## config.mk

```make
export PLATFORM = sky130hd
export DESIGN_NAME = av_counter_updn
export DESIGN_NICKNAME = d
export VERILOG_FILES = /design/src/rtl/av_cells_pkg.sv /design/src/rtl/av_cnt_next.sv /design/src/rtl/av_counter_updn.sv
export SDC_FILE = /design/constraint.sdc
export NUM_CORES = 1
export LEC_CHECK = 0
export CAP_MARGIN = 20
export CORE_MARGIN = 2
export CORE_UTILIZATION = 25
export CTS_CLUSTER_DIAMETER = 60
export DETAILED_ROUTE_END_ITERATION = 7
export SLEW_MARGIN = 20
export SYNTH_ARGS = -nofsm -noshare
export SYNTH_HDL_FRONTEND = slang
export SYNTH_HIERARCHICAL = 1
export SYNTH_SLANG_ARGS = --single-unit
```

## constraint.sdc

```tcl
create_clock -name CK -period 1.8 [get_ports CK]
set_input_delay 0.18 -clock CK [delete_from_list [all_inputs] [get_ports CK]]
set_output_delay 0.18 -clock CK [all_outputs]
set_load 0.02 [all_outputs]
```

## src/rtl/av_cells_pkg.sv

```systemverilog
// av_cells_pkg: direction and mode encodings shared by the AV counter cells
package av_cells_pkg;
  localparam logic DIR_UP    = 1'b1;
  localparam logic DIR_DN    = 1'b0;
  localparam logic MODE_WRAP = 1'b0;
  localparam logic MODE_STOP = 1'b1;
endpackage

```

## src/rtl/av_cnt_next.sv

```systemverilog
// av_cnt_next: next-count, terminal detect and stop-hit for the up/down counter
module av_cnt_next
  import av_cells_pkg::*;
#(
  parameter int WIDTH = 4
) (
  input  logic [WIDTH-1:0] q,
  input  logic [WIDTH-1:0] lim,
  input  logic             up,
  input  logic             mode,
  output logic [WIDTH-1:0] q_nxt,
  output logic             t,
  output logic             stop
);
  logic [WIDTH-1:0] wrap_q;
  assign t      = (up == DIR_UP) ? (q == lim) : (q == '0);
  assign stop   = t & (mode == MODE_STOP);
  assign wrap_q = (up == DIR_UP) ? '0 : lim;
  // out-of-range values simply roll through 2^WIDTH until they meet LIM or 0
  assign q_nxt  = stop ? q : t ? wrap_q : (up == DIR_UP) ? q + WIDTH'(1) : q - WIDTH'(1);
endmodule

```

## src/rtl/av_counter_updn.sv

```systemverilog
// av_counter_updn: WIDTH-bit up/down counter with load, clear, modulo LIM and one-shot stop
module av_counter_updn
  import av_cells_pkg::*;
#(
  parameter int               WIDTH = 4,
  parameter logic [WIDTH-1:0] INIT  = '0
) (
  input  logic             CK,
  input  logic             nCL,
  input  logic [WIDTH-1:0] D,
  input  logic             nL,
  input  logic             nSC,
  input  logic             EN,
  input  logic             CI,
  input  logic             UP,
  input  logic [WIDTH-1:0] LIM,
  input  logic             MODE,
  output logic [WIDTH-1:0] Q,
  output logic             CO,
  output logic             TC,
  output logic             DONE
);
  logic [WIDTH-1:0] q_nxt;
  logic             t, stop, step;
  av_cnt_next #(.WIDTH(WIDTH)) u_next (
    .q(Q), .lim(LIM), .up(UP), .mode(MODE), .q_nxt(q_nxt), .t(t), .stop(stop)
  );
  assign step = EN & CI & ~DONE;
  assign CO   = CI & t;
  always_ff @(posedge CK or negedge nCL) begin
    if (!nCL) begin
      Q    <= INIT;
      TC   <= 1'b0;
      DONE <= 1'b0;
    end else if (!nL) begin
      Q    <= D;
      TC   <= 1'b0;
      DONE <= 1'b0;
    end else if (!nSC) begin
      Q    <= '0;
      TC   <= 1'b0;
      DONE <= 1'b0;
    end else if (step) begin
      Q    <= q_nxt;
      TC   <= t;
      DONE <= stop;
    end else begin
      TC   <= 1'b0;
    end
  end
endmodule

```

==> results.py <==
metrics = {
    "run_status": {
        "status": "finished with violations",
        "violations": "setup timing",
    },
    "sta": {
        "worst_pin_slew_ps": 290,
        "finalSetupViolCount": 6,
        "rsz0062_at_grt": "true",
        "slew_violations": 0,
        "period_share_pct": 110,
        "max_freq_mhz": 505,
        "period_minus_slack_ps": 1980,
        "hold_viol": 0,
        "layout_setup_ws_ps": -180,
        "fin_skew_ps": 10.1,
        "hold_slack_ps": 168,
        "relSlewSlack_pct": 80.6,
    },
    "setup_path": {
        "critPathLaunchType": "flop",
        "r2r-end": "Q[2]",
        "critPathKind": "reg2reg",
        "r2r-start": "Q[2]",
        "r2r_setup_slack_ps": -180,
        "arrival_ps": 2120,
        "end_kind": "flop",
        "rr_worst_depth": 8,
        "worstPathRequired_ps": 1940,
        "worst-path-max-fanout": 4,
    },
    "drt": {
        "vias": 712,
        "antenna_left": 0,
        "viasPerCell": 4.98,
        "dr.pass1.iters": 4,
        "drcViolationCount": 0,
        "drt-initial-drc-count": 11,
        "wl_um": 2000,
        "wl_per_cell_um": 14.0,
    },
    "placement": {
        "placed_area_mm2": 0.00102,
        "place_inst": 137,
        "port_buffers": 22,
        "gp_congestion": 0.789,
        "dp_hpwl_um": 1440,
    },
    "cts": {
        "htreeDepth": 1,
        "numCtsBuffers": 3,
        "clk_latency_ps": 250,
        "clock_path_buffers": 2,
        "clk_pin_slew_ps": 60,
        "root_buffer": "clkbuf_4",
        "postCtsHoldBufs": 0,
        "cts_tree": "built",
        "clkSinkCount": 6,
    },
    "synth": {
        "syn_nets": 89,
        "synth.top_cell.area_share_pct": 24.6,
        "yosysTopAreaCell": "dfrtp_1",
        "netlist_area_um2": 611,
        "yosysUniqueCellTypes": 29,
        "synth_warnings": 6,
        "synthCells": 70,
        "synth-seq-area-share_pct": 24.6,
        "yosys-top-cells-area": "dfrtp_1 (25%), mux2_4 (9.8%), xnor2_1 (7.2%)",
        "syn_avg_cell_area_um2": 8.72,
        "synth-seq-cells": 6,
    },
    "layout": {
        "fin_area_mm2": 0.00118,
        "nNetsFinal": 135,
        "postLayoutCoreUtil_pct": 52.4,
        "mostFrequentLayoutCell": "clkdlybuf4s50_1",
        "areaGrowthSynthToFinish_pct": 93.4,
        "drive_gt1_share_pct": 44.3,
        "final_cells": 143,
        "num_antenna_cells": 0,
        "final_cell_mix": "clkdlybuf4s50_1 (21), buf_4 (16), inv_1 (6), buf_6 (6)",
    },
    "floorplan": {
        "fp.dieW_um": 53.4,
        "core_mm2": 0.00225,
        "start_util_pct": 27.1,
        "dieArea_mm2": 0.00285,
        "rows": 17,
        "die_h_um": 53.4,
        "ios": 23,
    },
    "power_and_ir_drop": {
        "p_total_w": 0.000791,
        "p_leak_nw": 0.486,
        "power_density_mw_per_mm2": 670,
        "peakVddDrop_mv": 0.238,
    },
    "grt": {
        "grt.overflow.total": 0,
        "grt_max_degree": 10,
        "grt_usage_pct": 13.9,
        "grt_pass1_vias": 695,
        "grt_antenna_before_repair": 0,
        "grt_pass1_wl_um": 2880,
    },
    "min_path": {
        "hp-class": "in2async",
    },
    "flow_run": {
        "cap_violations": 0,
    },
}
## per-stage QoR
step	setup WS [ps]	setup TNS, ps
floorplan	-194	-585
global placement	-440	-1420
detailed placement	-492	-1640
CTS	-192	-901
global route	-252	-1310
finish	-180	-838
## cells by family after synthesis
logic type	count (synthesis)	share of synthesized area, %
xor+xnor	5	7.17
buf+inv	9	6.76
fa+ha+maj	3	7.38
simple gates	27	26.0
compound gates	16	18.2
mux	4	9.84
flops	6	24.6
## per-layer routing
| layer | up-vias | track usage (%) | wire, µm |
|---|---|---|---|
| met5 | - | 0 | 0 |
| met4 | 0 | 7.69 | 0 |
| met3 | 0 | 0.847 | 80 |
| met2 | 23 | 23.0 | 1040 |
| met1 | 339 | 17.7 | 878 |
| li1 | 350 | - | - |
## power breakdown
group	internal [W]	total, W	switching (W)
Sequential	0.000151	0.000164	0.0000124
Combinational	0.000275	0.000481	0.000206
Clock	0.0000848	0.000146	0.0000614
Total	0.000512	0.000791	0.000279
## cell usage after synthesis
library cell / count
o211ai_1: 4
or3_4: 1
nand2_1: 4
clkbuf_1: 1
ha_1: 2
dfrtp_1: 6
o21ai_0: 5
and2_1: 2
and4_1: 1
or3_1: 1
nand3_1: 6
nand4_1: 5
nor2_1: 1
and3_2: 1
or3b_1: 1
nand2_2: 1
nor3_1: 1
o21bai_4: 1
a221oi_1: 1
a31oi_1: 1
mux2_4: 4
buf_6: 1
a211oi_1: 1
inv_1: 7
fa_1: 1
xnor2_1: 5
nor4_1: 1
a21oi_1: 3
and3_1: 1
## worst max-delay path: stages, from the launching register on
cell and delay, ps:
dfrtp_2 410, or3_4 390, or3_4 360, o21ai_4 90, buf_6 140, o211ai_1 100
nand3_1 70, o21ai_1 70, mux2_4 250
## worst max-delay path by stage
| stage | startpoint | to | depth (start not counted) |
|---|---|---|---|
| global placement | UP | Q[3] | 10 |
| finish | Q[2] | Q[2] | 8 |
| global route | Q[2] | Q[3] | 7 |
| detailed placement | UP | Q[3] | 10 |
| CTS | Q[2] | Q[3] | 9 |
| floorplan | Q[2] | Q[3] | 7 |
## what timing repair did
item,CTS,global route
gates resized for setup,10,20
pin swaps,0,12
buffers inserted,1,2
endpoints found under the setup margin,5,7
## sequential cells by signal, summed over array words and instances, names as in the netlist
signal  count
TC          1
DONE        1
Q           4
## layout make-up
| class | instances | area, µm² |
|---|---|---|
| fillers | 217 | 1070 |
| multi-input cells | 55 | 542 |
| repair buffers | 43 | 398 |
| flip-flops and latches | 6 | 154 |
| well taps | 28 | 35.0 |
| clock buffers | 4 | 26.3 |
| inverters | 7 | 26.3 |
(Power assumes the default switching activity.)
